$ cat src/rtl/accel_loader_pkg.sv
// accel_loader_pkg: shared types and constants for the accelerator host loader.
//   - cmd_e      : header command codes
//   - state_e    : loader FSM states
//   - HDR_*      : bit positions of the header word fields
//   - STATUS_TAG : upper half of the RUN completion status word
//   - sat_inc16  : saturating 16-bit increment used by the run cycle counter
package accel_loader_pkg;

    localparam int unsigned WORD_W = 32;

    typedef enum logic [3:0] {
        CMD_LOAD_I = 4'd1,
        CMD_LOAD_D = 4'd2,
        CMD_RUN    = 4'd3,
        CMD_READ_D = 4'd4
    } cmd_e;

    typedef enum logic [2:0] {
        StIdle,
        StLoadI,
        StLoadD,
        StRunWait,
        StReadIssue,
        StReadSend
    } state_e;

    // Header word layout: [31:28] cmd, [20:16] base address, [7:0] count.
    localparam int unsigned HDR_CMD_MSB  = 31;
    localparam int unsigned HDR_CMD_LSB  = 28;
    localparam int unsigned HDR_ADDR_MSB = 20;
    localparam int unsigned HDR_ADDR_LSB = 16;
    localparam int unsigned HDR_CNT_MSB  = 7;
    localparam int unsigned HDR_CNT_LSB  = 0;

    localparam logic [15:0] STATUS_TAG = 16'hD0E0;

    function automatic logic [15:0] sat_inc16(input logic [15:0] v);
        return (v == 16'hFFFF) ? v : v + 16'd1;
    endfunction

endpackage

$ cat src/rtl/accel_loader_out_reg.sv
// accel_loader_out_reg: single-entry output register with valid/ready hold.
// Carries both readback words and the RUN status word to the host.
//   clk, rst_n  : clock, asynchronous active-low reset
//   push        : load push_data and raise out_valid (only issued while empty)
//   push_data   : word to present
//   out_valid   : word held on out_data
//   out_ready   : host accepts the word; out_valid drops on that edge
//   out_data    : held word, stable until accepted
module accel_loader_out_reg
    import accel_loader_pkg::*;
(
    input  logic              clk,
    input  logic              rst_n,
    input  logic              push,
    input  logic [WORD_W-1:0] push_data,
    output logic              out_valid,
    input  logic              out_ready,
    output logic [WORD_W-1:0] out_data
);

    logic              valid_q;
    logic [WORD_W-1:0] data_q;

    always_ff @(posedge clk or negedge rst_n) begin
        if (!rst_n) begin
            valid_q <= 1'b0;
            data_q  <= '0;
        end else if (push) begin
            valid_q <= 1'b1;
            data_q  <= push_data;
        end else if (valid_q && out_ready) begin
            valid_q <= 1'b0;
        end
    end

    assign out_valid = valid_q;
    assign out_data  = data_q;

endmodule

$ cat src/rtl/accel_host_loader.sv
// accel_host_loader: converts a 32-bit host word stream into instruction-store and
// data-memory writes, launches the core, waits for HALT and streams data memory back.
// Optional feature macro: ACCEL_LOADER_CHECKSUM_EN (trailing XOR word on loads and reads).
// Ports:
//   clk, rst_n                      : clock, asynchronous active-low reset
//   in_valid/in_ready/in_data       : host word stream (headers and payload)
//   out_valid/out_ready/out_data    : readback and status words to the host
//   instr_we/instr_addr/instr_wdata : instruction store write port
//   mem_we/mem_addr/mem_wdata       : data memory write port (mem_addr also reads)
//   mem_rdata                       : data memory read value, 1 cycle after mem_addr
//   core_start                      : one-cycle pulse releasing the core from PC 0
//   core_halted                     : core has executed HALT
//   err                             : sticky protocol error
module accel_host_loader
    import accel_loader_pkg::*;
#(
    parameter int NUM_SIZE         = 16,
    parameter int NUM_INSTRUCTIONS = 16,
    parameter int WORDS_IN_MEMORY  = 32,
    parameter int IADDR_W          = $clog2(NUM_INSTRUCTIONS),
    parameter int DADDR_W          = $clog2(WORDS_IN_MEMORY)
) (
    input  logic                clk,
    input  logic                rst_n,
    input  logic                in_valid,
    output logic                in_ready,
    input  logic [31:0]         in_data,
    output logic                out_valid,
    input  logic                out_ready,
    output logic [31:0]         out_data,
    output logic                instr_we,
    output logic [IADDR_W-1:0]  instr_addr,
    output logic [31:0]         instr_wdata,
    output logic                mem_we,
    output logic [DADDR_W-1:0]  mem_addr,
    output logic [NUM_SIZE-1:0] mem_wdata,
    input  logic [NUM_SIZE-1:0] mem_rdata,
    output logic                core_start,
    input  logic                core_halted,
    output logic                err
);

    localparam int PTR_W = (IADDR_W > DADDR_W) ? IADDR_W : DADDR_W;

    logic [3:0] hdr_cmd;
    logic [4:0] hdr_base;
    logic [7:0] hdr_count;

    assign hdr_cmd   = in_data[HDR_CMD_MSB:HDR_CMD_LSB];
    assign hdr_base  = in_data[HDR_ADDR_MSB:HDR_ADDR_LSB];
    assign hdr_count = in_data[HDR_CNT_MSB:HDR_CNT_LSB];

    state_e               state_q, state_d;
    logic [7:0]           count_q, count_d;
    logic [8:0]           idx_q, idx_d;
    logic [PTR_W-1:0]     ptr_q, ptr_d;
    logic                 in_ready_q, in_ready_d;
    logic                 instr_we_q, instr_we_d;
    logic [IADDR_W-1:0]   instr_addr_q, instr_addr_d;
    logic                 mem_we_q, mem_we_d;
    logic [DADDR_W-1:0]   mem_addr_q, mem_addr_d;
    logic [31:0]          wdata_q, wdata_d;
    logic                 core_start_q, core_start_d;
    logic [15:0]          cyc_q, cyc_d;
    logic                 err_q, err_d;

    logic                 push;
    logic [31:0]          push_data;
    logic                 in_acc;
    logic                 is_last;
    logic                 is_trailer;

`ifdef ACCEL_LOADER_CHECKSUM_EN
    logic [31:0]          xor_q, xor_d;
    logic                 trailer_q, trailer_d;
    // Payload occupies idx 0..count-1; the word at idx == count is the checksum.
    assign is_trailer = (idx_q == {1'b0, count_q});
`else
    assign is_trailer = 1'b0;
`endif

    // in_ready is registered so it reads 0 while reset is asserted.
    assign in_acc  = in_valid && in_ready_q;
    assign is_last = (idx_q == ({1'b0, count_q} - 9'd1));

    always_comb begin
        state_d      = state_q;
        count_d      = count_q;
        idx_d        = idx_q;
        ptr_d        = ptr_q;
        instr_we_d   = 1'b0;
        instr_addr_d = instr_addr_q;
        mem_we_d     = 1'b0;
        mem_addr_d   = mem_addr_q;
        wdata_d      = wdata_q;
        core_start_d = 1'b0;
        cyc_d        = cyc_q;
        err_d        = err_q;
        push         = 1'b0;
        push_data    = '0;
`ifdef ACCEL_LOADER_CHECKSUM_EN
        xor_d        = xor_q;
        trailer_d    = trailer_q;
`endif

        case (state_q)
            StIdle: begin
                if (in_acc) begin
                    count_d = hdr_count;
                    idx_d   = '0;
                    ptr_d   = PTR_W'(hdr_base);
`ifdef ACCEL_LOADER_CHECKSUM_EN
                    xor_d     = '0;
                    trailer_d = 1'b0;
`endif
                    case (hdr_cmd)
                        CMD_LOAD_I: if (hdr_count != 8'd0) state_d = StLoadI;
                        CMD_LOAD_D: if (hdr_count != 8'd0) state_d = StLoadD;
                        CMD_RUN: begin
                            core_start_d = 1'b1;
                            cyc_d        = '0;
                            state_d      = StRunWait;
                        end
                        CMD_READ_D: begin
                            if (hdr_count != 8'd0) begin
                                mem_addr_d = DADDR_W'(hdr_base);
                                state_d    = StReadIssue;
                            end
                        end
                        default: err_d = 1'b1;
                    endcase
                end
            end

            StLoadI, StLoadD: begin
                if (in_acc) begin
                    if (is_trailer) begin
`ifdef ACCEL_LOADER_CHECKSUM_EN
                        if (in_data != xor_q) err_d = 1'b1;
`endif
                        state_d = StIdle;
                    end else begin
                        if (state_q == StLoadI) begin
                            instr_we_d   = 1'b1;
                            instr_addr_d = ptr_q[IADDR_W-1:0];
                        end else begin
                            mem_we_d   = 1'b1;
                            mem_addr_d = ptr_q[DADDR_W-1:0];
                        end
                        wdata_d = in_data;
                        ptr_d   = ptr_q + PTR_W'(1);
                        idx_d   = idx_q + 9'd1;
`ifdef ACCEL_LOADER_CHECKSUM_EN
                        xor_d = xor_q ^ in_data;
`else
                        if (is_last) state_d = StIdle;
`endif
                    end
                end
            end

            StRunWait: begin
                if (out_valid) begin
                    if (out_ready) state_d = StIdle;
                end else begin
                    // cyc_q is 0 in the start-pulse cycle, so halt is honoured from 2 on.
                    cyc_d = sat_inc16(cyc_q);
                    if (core_halted && (cyc_q >= 16'd2)) begin
                        push      = 1'b1;
                        push_data = {STATUS_TAG, cyc_q};
                    end
                end
            end

            // mem_addr is presented here; mem_rdata is valid in StReadSend.
            StReadIssue: state_d = StReadSend;

            StReadSend: begin
                if (!out_valid) begin
                    push = 1'b1;
`ifdef ACCEL_LOADER_CHECKSUM_EN
                    if (trailer_q) begin
                        push_data = xor_q;
                    end else begin
                        push_data = 32'(mem_rdata);
                        xor_d     = xor_q ^ 32'(mem_rdata);
                    end
`else
                    push_data = 32'(mem_rdata);
`endif
                end else if (out_ready) begin
                    // Advance only on acceptance so back-pressure never drops a word.
                    idx_d      = idx_q + 9'd1;
                    mem_addr_d = mem_addr_q + DADDR_W'(1);
                    state_d    = StReadIssue;
`ifdef ACCEL_LOADER_CHECKSUM_EN
                    if (trailer_q) state_d = StIdle;
                    else if (is_last) trailer_d = 1'b1;
`else
                    if (is_last) state_d = StIdle;
`endif
                end
            end

            default: state_d = StIdle;
        endcase

        in_ready_d = (state_d == StIdle) || (state_d == StLoadI) || (state_d == StLoadD);
    end

    always_ff @(posedge clk or negedge rst_n) begin
        if (!rst_n) begin
            state_q      <= StIdle;
            count_q      <= '0;
            idx_q        <= '0;
            ptr_q        <= '0;
            in_ready_q   <= 1'b0;
            instr_we_q   <= 1'b0;
            instr_addr_q <= '0;
            mem_we_q     <= 1'b0;
            mem_addr_q   <= '0;
            wdata_q      <= '0;
            core_start_q <= 1'b0;
            cyc_q        <= '0;
            err_q        <= 1'b0;
        end else begin
            state_q      <= state_d;
            count_q      <= count_d;
            idx_q        <= idx_d;
            ptr_q        <= ptr_d;
            in_ready_q   <= in_ready_d;
            instr_we_q   <= instr_we_d;
            instr_addr_q <= instr_addr_d;
            mem_we_q     <= mem_we_d;
            mem_addr_q   <= mem_addr_d;
            wdata_q      <= wdata_d;
            core_start_q <= core_start_d;
            cyc_q        <= cyc_d;
            err_q        <= err_d;
        end
    end

`ifdef ACCEL_LOADER_CHECKSUM_EN
    always_ff @(posedge clk or negedge rst_n) begin
        if (!rst_n) begin
            xor_q     <= '0;
            trailer_q <= 1'b0;
        end else begin
            xor_q     <= xor_d;
            trailer_q <= trailer_d;
        end
    end
`endif

    accel_loader_out_reg u_out_reg (
        .clk       (clk),
        .rst_n     (rst_n),
        .push      (push),
        .push_data (push_data),
        .out_valid (out_valid),
        .out_ready (out_ready),
        .out_data  (out_data)
    );

    assign in_ready    = in_ready_q;
    assign instr_we    = instr_we_q;
    assign instr_addr  = instr_addr_q;
    assign instr_wdata = wdata_q;
    assign mem_we      = mem_we_q;
    assign mem_addr    = mem_addr_q;
    assign mem_wdata   = wdata_q[NUM_SIZE-1:0];
    assign core_start  = core_start_q;
    assign err         = err_q;

endmodule
$ cat config.mk
export PLATFORM = sky130hd
export DESIGN_NAME = accel_host_loader
export DESIGN_NICKNAME = d
export VERILOG_FILES = /design/src/rtl/accel_loader_pkg.sv /design/src/rtl/accel_loader_out_reg.sv /design/src/rtl/accel_host_loader.sv
export SDC_FILE = /design/constraint.sdc
export NUM_CORES = 1
export LEC_CHECK = 0
export ABC_AREA = 1
export BUFFER_PORTS_ARGS = -buffer_cell sky130_fd_sc_hd__buf_2
export CORE_UTILIZATION = 37
export DETAILED_ROUTE_END_ITERATION = 8
export PLACE_DENSITY = 0.67
export SYNTH_ARGS = -nofsm -noshare
export SYNTH_HDL_FRONTEND = slang
export SYNTH_SLANG_ARGS = --single-unit
$ cat constraint.sdc
create_clock -name clk -period 1.7 [get_ports clk]
set_input_delay 0.17 -clock clk [delete_from_list [all_inputs] [get_ports clk]]
set_output_delay 0.17 -clock clk [all_outputs]
set_load 0.01 [all_outputs]
# Word level (Yosys, flattened, before mapping)
# Cells that the tools add are included.
# classes
n_addsub	5
order_cmp	1
eq_ne	23
n_mux	53
bitwise_logic	1
n_reduce_logical	22
# op_table
operator	n
$mux W16	5
$mux W32	2
$pmux W32 S2	1
$mux W5	9
$mux W9	4
$mux W3	11
$pmux W16 S2	1
$pmux W9 S3	1
$add A16 B1 Y16 const B	1
$eq A16 B16 Y1 const B	1
$ge A16 B2 Y1 const B	1
$pmux W3 S5	1
$pmux W5 S3	1
$mux W1	14
$ne A2 B2 Y1 const B	7
$pmux W3 S4	1
$add A5 B1 Y5 const B	2
$pmux W5 S2	1
$reduce_and A5 Y1	2
$add A9 B1 Y9 const B	1
$eq A3 B2 Y1 const B	3
$eq A9 B9 Y1	1
$reduce_and A3 Y1	3
$sub A8 B1 Y9 const B	1
other kinds (18)	30
# totals
regBits	120
input_bits	53
elab_cells	120

# Depth between registers and ports, before layout
# Gate-level depths: netlist of the first run.
# depth
depth_word	9
mapped_depth	13
depth_no_buf	13

# Modules after synthesis
# Synthesis of the first run repeated with hierarchy kept, for this count alone.
# hier_totals
cells_unflattened	775
area_unflattened_um2	6273.5
# by_module_without_submodules
mod	n_inst	cells_each	area_each_um2	seq_area_each_um2
accel_host_loader	1	635	4947.2	2177.1
accel_loader_out_reg	1	140	1326.3	825.8

# Worst setup path after synthesis of the first run
# Ideal clock, no wire load.
# synth_path
path_type	register to register
startpoint	register cyc_q[1]
endpoint	register cyc_q[8]
setup_time_ps	128
arrival_time_ps	1528
setup_slack_ps	44
path_stages_with_launch	10
path_buffers	1
period_less_slack_ps	1656
cell_sequence	dfrtp_1 -> ha_1 -> nand3_1 -> nor2_1 -> nand4_1 -> o2111ai_2 -> inv_2 -> buf_6 -> nand2_1 -> o21ai_0
# synth_via
elab_chain_len	4
elab_cells_between_ends	7
classes_between	add/sub (1); eq/ne (2); mux (3); reduce/logical (1)
# synth_rtl
item	line	text
from (decl)	accel_host_loader.sv:64	logic [15:0] cyc_q, cyc_d;
from (signal assigned)	accel_host_loader.sv:238	cyc_q <= cyc_d;
$add A16 B1 Y16	accel_loader_pkg.sv:38	return (v == 16'hFFFF) ? v : v + 16'd1;
$mux W16	accel_loader_pkg.sv:38	
$mux W16	accel_host_loader.sv:163	if (out_valid) begin
$pmux W16 S2	accel_host_loader.sv:106	case (state_q)
# Parallel ways exist; a longest one is shown, timed or not. The select of a mux whose other input is x is not followed.
# A chain may end at the register's enable or synchronous reset.

# Final worst setup path of the first run
# layout_path
startpoint	register state_q[0]
endpoint	register idx_q[8]
# layout_via
elab_chain_len	4
elab_cells_between_ends	12
classes_between	eq/ne (7); mux (1); reduce/logical (4)
# layout_rtl
item	line	text
from (decl)	accel_host_loader.sv:53	state_e state_q, state_d;
from (signal assigned)	accel_host_loader.sv:213	state_q <= StIdle;
from (signal assigned)	accel_host_loader.sv:227	state_q <= state_d;
$eq A3 B1 Y1 or $eq A3 B2 Y1 (tied branches)	accel_host_loader.sv:106	
$reduce_or A2 Y1	accel_host_loader.sv:106	
$ne A2 B2 Y1 (no source line) or $reduce_bool A3 Y1 (tied branches)	--	
$reduce_and A5 Y1 (no source line)	--	
to (signal assigned)	accel_host_loader.sv:229	idx_q <= idx_d;
to (decl)	accel_host_loader.sv:55	logic [8:0] idx_q, idx_d;
# Parallel ways exist; a longest one is shown, timed or not.

==> reports/summary.txt, run 1 <==
fin nets: 931
clock sinks: 105
final WL: 14600 µm
Clock Latency Late Sink: 360 ps
Clk pin slew, worst setup/hold paths: 70 ps
EDFF count, synth: 0
first-pass GRT wire length: 23600 µm
hold slack: 12.8 ps
count of final max-slew check failures: 0
vias per cell: 4.77
share of cells above drive strength 1: 0.287
Compound-Gate Fraction of Synth Area: 0.119
most common cell after layout, fill and taps aside: nand2_1
gpl congestion: 0.918
DR vias: 5061
unrepaired setup endpoints after global routing: yes
Die Y: 125 µm
Leak: 3.61 nW
Layout area overhead: 27.1%
core area: 0.0146 mm²
DR pass1 iterations: 5
largest cells by area after synthesis: dfrtp_1 47%, nand2_1 15%, inv_1 5.7%
Yosys warning count: 0
Core Rows: 44
Synth Register Bits: 105
NetSw: 4.57 mW
minimum clock period: 1670 ps
Critical Path RT: 1950 ps
Remaining Overflow, GRT: 0
CTS tree: yes
Combinational Power Share: 0.447
post-synth top area cell: dfrtp_1
Final Hold Viols: 0
Critical Path Slowest Stage Cell: dfrtp_2
largest family of logic cells by synthesized area: simple AND/OR/NAND/NOR gates
Cell variety after synth: 34
Seq pwr share: 0.368
sw frac: 0.415
ys async rst share: 1.00
RR Endpoint: idx_q[8]
CTS Buf Count: 9
CP startpoint: state_q[0]
P_int: 6.44 mW
xor-xnor portion of the synthesized cell area: 0.0220
cell family with most CP delay: simple AND/OR/NAND/NOR gates
crit end category: flip-flop
Seq/Total Area, Yosys: 0.472
Max stage delay on crit path: 450 ps
Avg Cell Area, Syn: 7.80 µm²
die area: 0.0155 mm²
diode count: 0
H-Tree Level Count: 3
worst vdd ir: 0.832 mV
status: completed
RR Startpoint: state_q[0]
Hold Path Class: primary input to flip-flop
worst clock skew: 10.4 ps
initial antenna violation count: 0
crit-path max FO: 7
clock buffer depth: 2
clock power share: 0.184
Final setup viols: 0
Final Cycle Share: 0.984
dpl hpwl: 10700 µm
first-iteration detailed-routing DRC count: 234
count of boundary I/O pins: 148
Crit Path Category: flip-flop to flip-flop
flop2flop setup slack: 30 ps
drt wl/cell: 13.7 µm
ys flop type: dfrtp_1
Pwr per Cell Area: 1560 mW/mm²
Adder-Cell Fraction of Synth Area: 0.0135
vias in the first global route: 4801
CP Launch Type: flip-flop
CTS root buf: clkbuf_16
number of buffers added on ports: 137
CP most frequent cell: nor2_1
FMAX: 0.598 GHz
Worst Path Arrival: 1920 ps
starting density of the core: 0.382
Die X: 125 µm
most frequent cells in the layout: 214 x nand2_1, 136 x buf_2, 101 x dfrtp_1
CP Depth: 9
Synth Cell Area: 0.00557 mm²
number of max-cap violations: 0
number of remaining DRC errors: 0
R2R cell count: 9
DRT antenna net count: 0
mux cell area share after synthesis: 0
Simple-Gate Fraction of Synth Area: 0.255
Syn Inst Count: 714
pin count of the biggest net entering global routing: 49
post-synth top area share: 0.472
Total GRT Usage: 0.188
PnR Total Power: 11.0 mW
crit path buf inv count: 0
cells along the critical path: nand2_2, o21ai_0, nor2_1, nand2_2, nor3_4, nand3_2, nor2_1, xor2_1, nor2_1
Worst setup endpoint: idx_q[8]
flip-flops by register name, summed over array words and instances, names as in the netlist:
register	flops
idx_q	9
instr_wdata	32
cyc_q	16
mem_addr	5
count_q	8
instr_we	1
in_ready	1
u_out_reg.out_data	17
core_start	1
mem_we	1
u_out_reg.out_valid	1
state_q	3
ptr_q	5
instr_addr	4
err	1
repair_timing:
action | CTS | global route
endpoints found under the setup margin | 5 | 58
pin swaps | 8 | 14
hold endpoints to repair | 24 | 0
gates cloned | 0 | 3
hold buffers | 2 | 0
setup buffers | 1 | 6
gates resized for setup | 6 | 43
kinds of logic after synthesis:
kind of cell | after synthesis
AND/OR/NAND/NOR | 339
buffers and inverters | 135
AO/OA/AOI/OAI | 114
flip-flops | 105
XOR/XNOR | 14
adder cells (fa/ha/maj) | 6
other | 1
area by class of cell:
class	count	area (µm²)
inverters	88	333
fillers	1417	7510
flip-flops and latches	105	2630
multi-input cells	484	2450
repair buffers	184	1140
well taps	184	230
clock buffers	9	225
clock inverters	7	63.8
power groups by stage:
| stage | Clock [mW] | Sequential, mW | Combinational, mW |
|---|---|---|---|
| finish | 2.03 | 4.05 | 4.93 |
| global placement | 0 | 4.04 | 4.47 |
| detailed placement | 0 | 4.06 | 4.56 |
| floorplan | 0 | 4.28 | 2.69 |
| CTS | 2.09 | 4.03 | 4.64 |
| global route | 2.19 | 4.18 | 5.54 |
per-stage QoR:
stage / instances / TNS (ps) / setup slack [ps] / util / cell area (µm²)
floorplan: 723 / 0 / 43.8 / - / 5600
CTS: 1052 / 0 / 0.139 / 0.469 / 6850
finish: 1061 / 0 / 26.5 / 0.485 / 7080
global route: 1061 / -1700 / -136 / 0.485 / 7080
detailed placement: 1033 / -9.37 / -9.37 / 0.447 / 6520
global placement: 1033 / 0 / 33.8 / 0.447 / 6520
how the worst min path moves through the flow:
stage	from	end	cells after the start
after floorplan	rst_n	core_start	0
after global placement	rst_n	instr_wdata[5]	1
after detailed placement	rst_n	instr_wdata[5]	1
after CTS	in_data[14]	instr_wdata[14]	3
after global routing	in_data[12]	instr_wdata[12]	3
final	in_data[14]	instr_wdata[14]	3
tightest hold or removal path: cells and delay by family:
kind                   cells  cell delay, ps
buffers and inverters      1              70
and+or+nand+nor            2              90
cell usage after synthesis, drive strengths merged, types with 2 or more instances:
master and instances:
o22ai 2, nor4 5, nor3b 2, o21ai 67
nor2 53, xor2 14, a21oi 17, inv 88
nand4 9, ha 6, nand2 220, a22oi 2
nand3 34, o221ai 4, nor3 16, dfrtp 105
clkbuf 6, o211ai 17, buf 41, a31o 2
layer usage:
metal  GRT usage  vias to the layer above  part of all wire
met1       0.239                     2307              0.46
met2       0.311                      150              0.47
met3      0.0477                       26             0.050
met5           0                        -                 0
li1            -                     2578                 -
met4      0.0602                        0             0.019
Power figures use the tool's default switching activity.
==> inputs of run 2 (changes only) <==
Settings changed: REMOVE_ABC_BUFFERS set to 1.
==> run 2 against run 1 <==
Net effect: cell area increased by 4.2%; hold slack got worse by 5.0 ps; die area unchanged; largest cell class unchanged; power increased by 4.5%; sequential share of layout area decreased by 1.5 points; sequential cell count unchanged; non-clock buffer count increased by 14; highest routed layer unchanged; clock power increased by 11%; the run now ends with negative setup slack left; via count increased by 3.8%.
==> reports/summary.txt, run 2 (synthesis gave the netlist of run 1 again) <==
dpl hpwl: 10600 µm (-0.71%)
unrepaired setup endpoints after global routing: yes
hold slack: 7.84 ps (-5.00 ps)
die area: 0.0155 mm² (unchanged)
Cells after DPL: 1037 (+0.39%)
fin nets: 947 (+1.7%)
CTS tree: yes
pin count of the biggest net entering global routing: 38 (-22%)
PnR Total Power: 11.5 mW (+4.5%)
CP Launch Type: flip-flop
CTS root buf: clkbuf_16
Worst Path Arrival: 2040 ps (+120 ps)
status: complete, but fails checks
drt wl/cell: 14.1 µm (+2.8%)
clock sinks: 105 (unchanged)
crit end category: flip-flop
worst vdd ir: 0.631 mV (-24%)
number of max-cap violations: 0 (unchanged)
most common cell after layout, fill and taps aside: nand2_1
CTS Buf Count: 9 (unchanged)
count of final max-slew check failures: 0 (unchanged)
Final setup viols: 11 (+11)
Final Cycle Share: 1.03 (+0.0474)
DR vias: 5251 (+3.8%)
Cell Area, Placed: 0.00655 mm² (+0.46%)
vias per cell: 4.88 (+2.3%)
Total GRT Usage: 0.190 (+0.00213)
Clock Latency Late Sink: 350 ps (about the same)
count of boundary I/O pins: 148 (unchanged)
FMAX: 0.570 GHz (-4.6%)
Hold Path Class: primary input to flip-flop
Largest register FFs: 32 (unchanged)
DRT antenna net count: 0 (unchanged)
DR pass1 iterations: 4 (-1)
Remaining Overflow, GRT: 0 (unchanged)
worst clock skew: 4.72 ps (-5.63 ps)
clock buffer depth: 2 (unchanged)
H-Tree Level Count: 3 (unchanged)
diode count: 0 (unchanged)
Core Rows: 44 (unchanged)
final setup margin: -54.0 ps (-80.5 ps)
violated checks: negative setup slack
number of remaining DRC errors: 0 (unchanged)
most frequent cells in the layout: 198 x nand2_1, 136 x buf_2, 102 x dfrtp_1
Leak: 3.79 nW (+5.0%)
crit-path max FO: 2 (-5)
Crit Path Category: flip-flop to flip-flop
minimum clock period: 1750 ps (+80.5 ps)
initial antenna violation count: 0 (unchanged)
first-pass GRT wire length: 24000 µm (+1.9%)
core area: 0.0146 mm² (unchanged)
final WL: 15200 µm (+4.3%)
Pwr per Cell Area: 1560 mW/mm² (+0.29%)
Clk pin slew, worst setup/hold paths: 70 ps (about the same)
Final Hold Viols: 0 (unchanged)
post-route non-filler standard cell count: 1076 (+1.4%)
first-iteration detailed-routing DRC count: 356 (+52%)
fin area: 0.00737 mm² (+4.2%)
Die X: 125 µm (unchanged)
setup TNS: -175 ps (-175 ps)
vias in the first global route: 4981 (+3.7%)
Die Y: 125 µm (unchanged)
share of cells above drive strength 1: 0.332 (+0.0445)
Critical Path RT: 1980 ps (+30 ps)
number of buffers added on ports: 137 (unchanged)
gpl congestion: 0.871 (-5.1%)
Layout area overhead: 32.4%
starting density of the core: 0.382 (unchanged)
## run 2: cell types whose count changed in the layout (fill, tap and decap cells not counted), sizes merged
cell         before  now
buf             180  195
clkinv            4    2
clkbuf           11   14
inv              91   89
bufinv            0    2
dlygate4sd3       2    1
## run 2: what timing repair did
action                                  4_1_cts  5_1_grt
endpoints found under the setup margin        5       49
hold endpoints to repair                     17        0
hold buffers                                  1        0
pin swaps                                     1       27
gates cloned                                  0        6
buffers inserted                              1       16
gates resized for setup                       9       95
## run 2: report_power, final
group	internal, mW	switching, mW	total [mW]
combinational	2.13	3.09	5.22
clock	1.32	0.925	2.25
sequential	3.40	0.636	4.04
## run 2: routing by layer
layer	vias up	wire length [µm]	GRT usage
met5	-	0	0
met4	0	223	0.0659
met3	16	841	0.0352
met2	146	7090	0.307
met1	2484	7020	0.254
li1	2605	-	-
## run 2: through the flow
step / setup slack (ps) / utilization
CTS: 12.0 / 0.473
detailed placement: -69.6 / 0.449
global route: -198 / 0.505
global placement: 44.4 / 0.449
floorplan: -224 / -
finish: -54.0 / 0.505
## run 2: worst max-delay path: stages, from the launching register on
cell	delay [ps]
dfrtp_1	400
inv_2	90
ha_4	210
nand2_2	70
inv_2	30
nor2_1	80
nand2_1	60
nor2_1	80
nand2_1	80
nor2_2	140
nand4_1	120
nand2_1	120
nand2_2	70
a21oi_2	130
## run 2: worst paths after layout
path	end	depth (start not counted)	slack, ps	startpoint
setup / recovery	in_ready	13	-50	count_q[1]
hold / removal	u_out_reg.out_valid	2	8	out_ready
setup reg to reg	in_ready	13	-50	count_q[1]
hold reg to reg	instr_wdata[21]	2	470	instr_wdata[21]
max in group asynchronous	instr_wdata[26]	3	870	rst_n
min in group asynchronous	instr_wdata[0]	2	250	rst_n
## run 2: layout make-up
cell class	count	area [µm²]
Fill cell	1414	7220
Timing Repair Buffer	198	1260
Tap cell	184	230
Inverter	88	335
Clock buffer	12	246
Clock inverter	3	65.1
Sequential cell	105	2630
Timing Repair inverter	2	12.5
Multi-Input combinational cell	484	2590
==> inputs of run 3 (changes only) <==
Settings changed: TNS_END_PERCENT set to 50.
==> run 3 against run 2 <==
Net effect: the run still ends with negative setup slack left; via count down 0.76%; non-clock buffer count down 4; clock-buffer cell count unchanged; clock power about the same; largest cell class unchanged.
==> reports/summary.txt, run 3 (synthesis gave the netlist of run 1 again) <==
CP Launch Type: flip-flop
count of final max-slew check failures: 0 (unchanged)
Cell Area, Placed: 0.00655 mm² (unchanged)
Clk pin slew, worst setup/hold paths: 70 ps (about the same)
count of boundary I/O pins: 148 (unchanged)
vias in the first global route: 4979 (-0.040%)
sw frac: 0.402 (-0.00256)
Combinational Power Share: 0.447 (-0.007)
final WL: 14900 µm (-1.7%)
minimum clock period: 1760 ps (+9.08 ps)
worst clock skew: 6.06 ps (+1.34 ps)
Seq pwr share: 0.355 (+0.004)
CP most frequent cell: nand2_1
clock buffer depth: 2 (unchanged)
fin nets: 941 (-0.63%)
DP Worst Slack: -69.6 ps (unchanged)
P_int: 6.81 mW (-0.58%)
Worst Path Arrival: 2040 ps (about the same)
fin area: 0.00729 mm² (-1.1%)
setup TNS: -63.1 ps (+112 ps)
Final setup viols: 1 (-10)
most common cell after layout, fill and taps aside: nand2_1
Layout area overhead: 31.0%
core area: 0.0146 mm² (unchanged)
number of max-cap violations: 0 (unchanged)
status: complete, but fails checks
starting density of the core: 0.382 (unchanged)
CTS root buf: clkbuf_16
Largest register FFs: 32 (unchanged)
DR vias: 5211 (-0.76%)
Final Cycle Share: 1.04 (+0.00534)
FILL cells: 1428 (+0.99%)
CTS Buf Count: 9 (unchanged)
pin count of the biggest net entering global routing: 38 (unchanged)
violated checks: negative setup slack
dpl hpwl: 10600 µm (unchanged)
clock power share: 0.198 (+0.002)
cells along the critical path: inv_2, ha_4, nand2_2, inv_2, nor2_1, nand2_1, nor2_1, nand2_1, nor2_2, nand4_1, nand2_1, nand2_2, a21oi_2
post-route non-filler standard cell count: 1070 (-0.56%)
drt wl/cell: 13.9 µm (-1.2%)
diode count: 0 (unchanged)
PnR Total Power: 11.4 mW (-1.0%)
Remaining Overflow, GRT: 0 (unchanged)
register area: 0.00263 mm² (unchanged)
cell family with most CP delay: simple AND/OR/NAND/NOR gates
share of cells above drive strength 1: 0.328 (-0.00340)
area of the multi-input gates: 0.00258 mm² (-0.58%)
Hold Path Class: primary input to flip-flop
Max stage delay on crit path: 400 ps (about the same)
Total GRT Usage: 0.190 (about the same)
final setup margin: -63.1 ps (-9.08 ps)
Final Hold Viols: 0 (unchanged)
number of remaining DRC errors: 0 (unchanged)
FMAX: 0.567 GHz (-0.51%)
CTS tree: yes
die area: 0.0155 mm² (unchanged)
number of buffers added on ports: 137 (unchanged)
unrepaired setup endpoints after global routing: yes
crit path buf inv count: 2 (unchanged)
flop2flop setup slack: -60 ps (about the same)
Die Y: 125 µm (unchanged)
DRT antenna net count: 0 (unchanged)
most frequent cells in the layout: 198 x nand2_1, 136 x buf_2, 102 x dfrtp_1
first-pass GRT wire length: 24000 µm (about the same)
crit-path max FO: 2 (unchanged)
worst vdd ir: 0.644 mV (+1.9%)
Critical Path RT: 1980 ps (about the same)
H-Tree Level Count: 3 (unchanged)
Pwr per Cell Area: 1560 mW/mm² (about the same)
Clock Latency Late Sink: 350 ps (about the same)
initial antenna violation count: 0 (unchanged)
vias per cell: 4.87 (-0.21%)
Die X: 125 µm (unchanged)
Leak: 3.76 nW (-0.87%)
NetSw: 4.57 mW (-1.6%)
Cells after DPL: 1037 (unchanged)
gpl congestion: 0.871 (unchanged)
Crit Path Category: flip-flop to flip-flop
first-iteration detailed-routing DRC count: 311 (-13%)
DR pass1 iterations: 4 (unchanged)
Critical Path Slowest Stage Cell: dfrtp_1
Core Rows: 44 (unchanged)
crit end category: flip-flop
clock sinks: 105 (unchanged)
[run 3: metrics by stage]
| step | hold WS (ps) | utilization |
|---|---|---|
| after floorplan | -126 | - |
| after global placement | 80.9 | 0.449 |
| after detailed placement | 82.5 | 0.449 |
| after CTS | 1.76 | 0.472 |
| after global routing | 17.5 | 0.500 |
| final | 5.86 | 0.500 |
[run 3: power by group through the flow]
stage	Combinational (mW)	Sequential [mW]	Clock, mW
global route	5.75	4.16	2.39
CTS	4.57	4.02	2.30
floorplan	2.23	4.40	0
detailed placement	4.52	4.04	0
finish	5.09	4.04	2.26
global placement	4.42	4.02	0
[run 3: final timing paths]
kind	start	to	depth (start not counted)
hold reg to reg	instr_wdata[21]	instr_wdata[21]	2
min in group asynchronous	rst_n	instr_wdata[0]	2
setup / recovery	count_q[1]	in_ready	13
max in group asynchronous	rst_n	instr_wdata[4]	3
setup reg to reg	count_q[1]	in_ready	13
hold / removal	out_ready	u_out_reg.out_valid	2
[run 3: what timing repair did]
action / 4_1_cts / 5_1_grt
resized for setup: 8 / 86
buffers inserted: 1 / 12
gates cloned: 0 / 4
hold buffers: 1 / 0
setup endpoints to repair: 5 / 49
pin swaps: 1 / 25
hold endpoints to repair: 17 / 0
[run 3: final cells by class]
cell class	count	share of cell area
Sequential cell	105	0.361
Clock buffer	12	0.0338
Timing Repair Buffer	194	0.166
Clock inverter	3	0.00892
Tap cell	184	0.0316
Multi-Input combinational cell	484	0.354
Inverter	88	0.0453
[run 3: layer usage]
layer | routed length [µm] | share of wire | track usage
met5 | 0 | 0 | 0
met1 | 7080 | 0.47 | 0.254
met4 | 242 | 0.016 | 0.0659
met2 | 6950 | 0.47 | 0.307
met3 | 639 | 0.043 | 0.0352
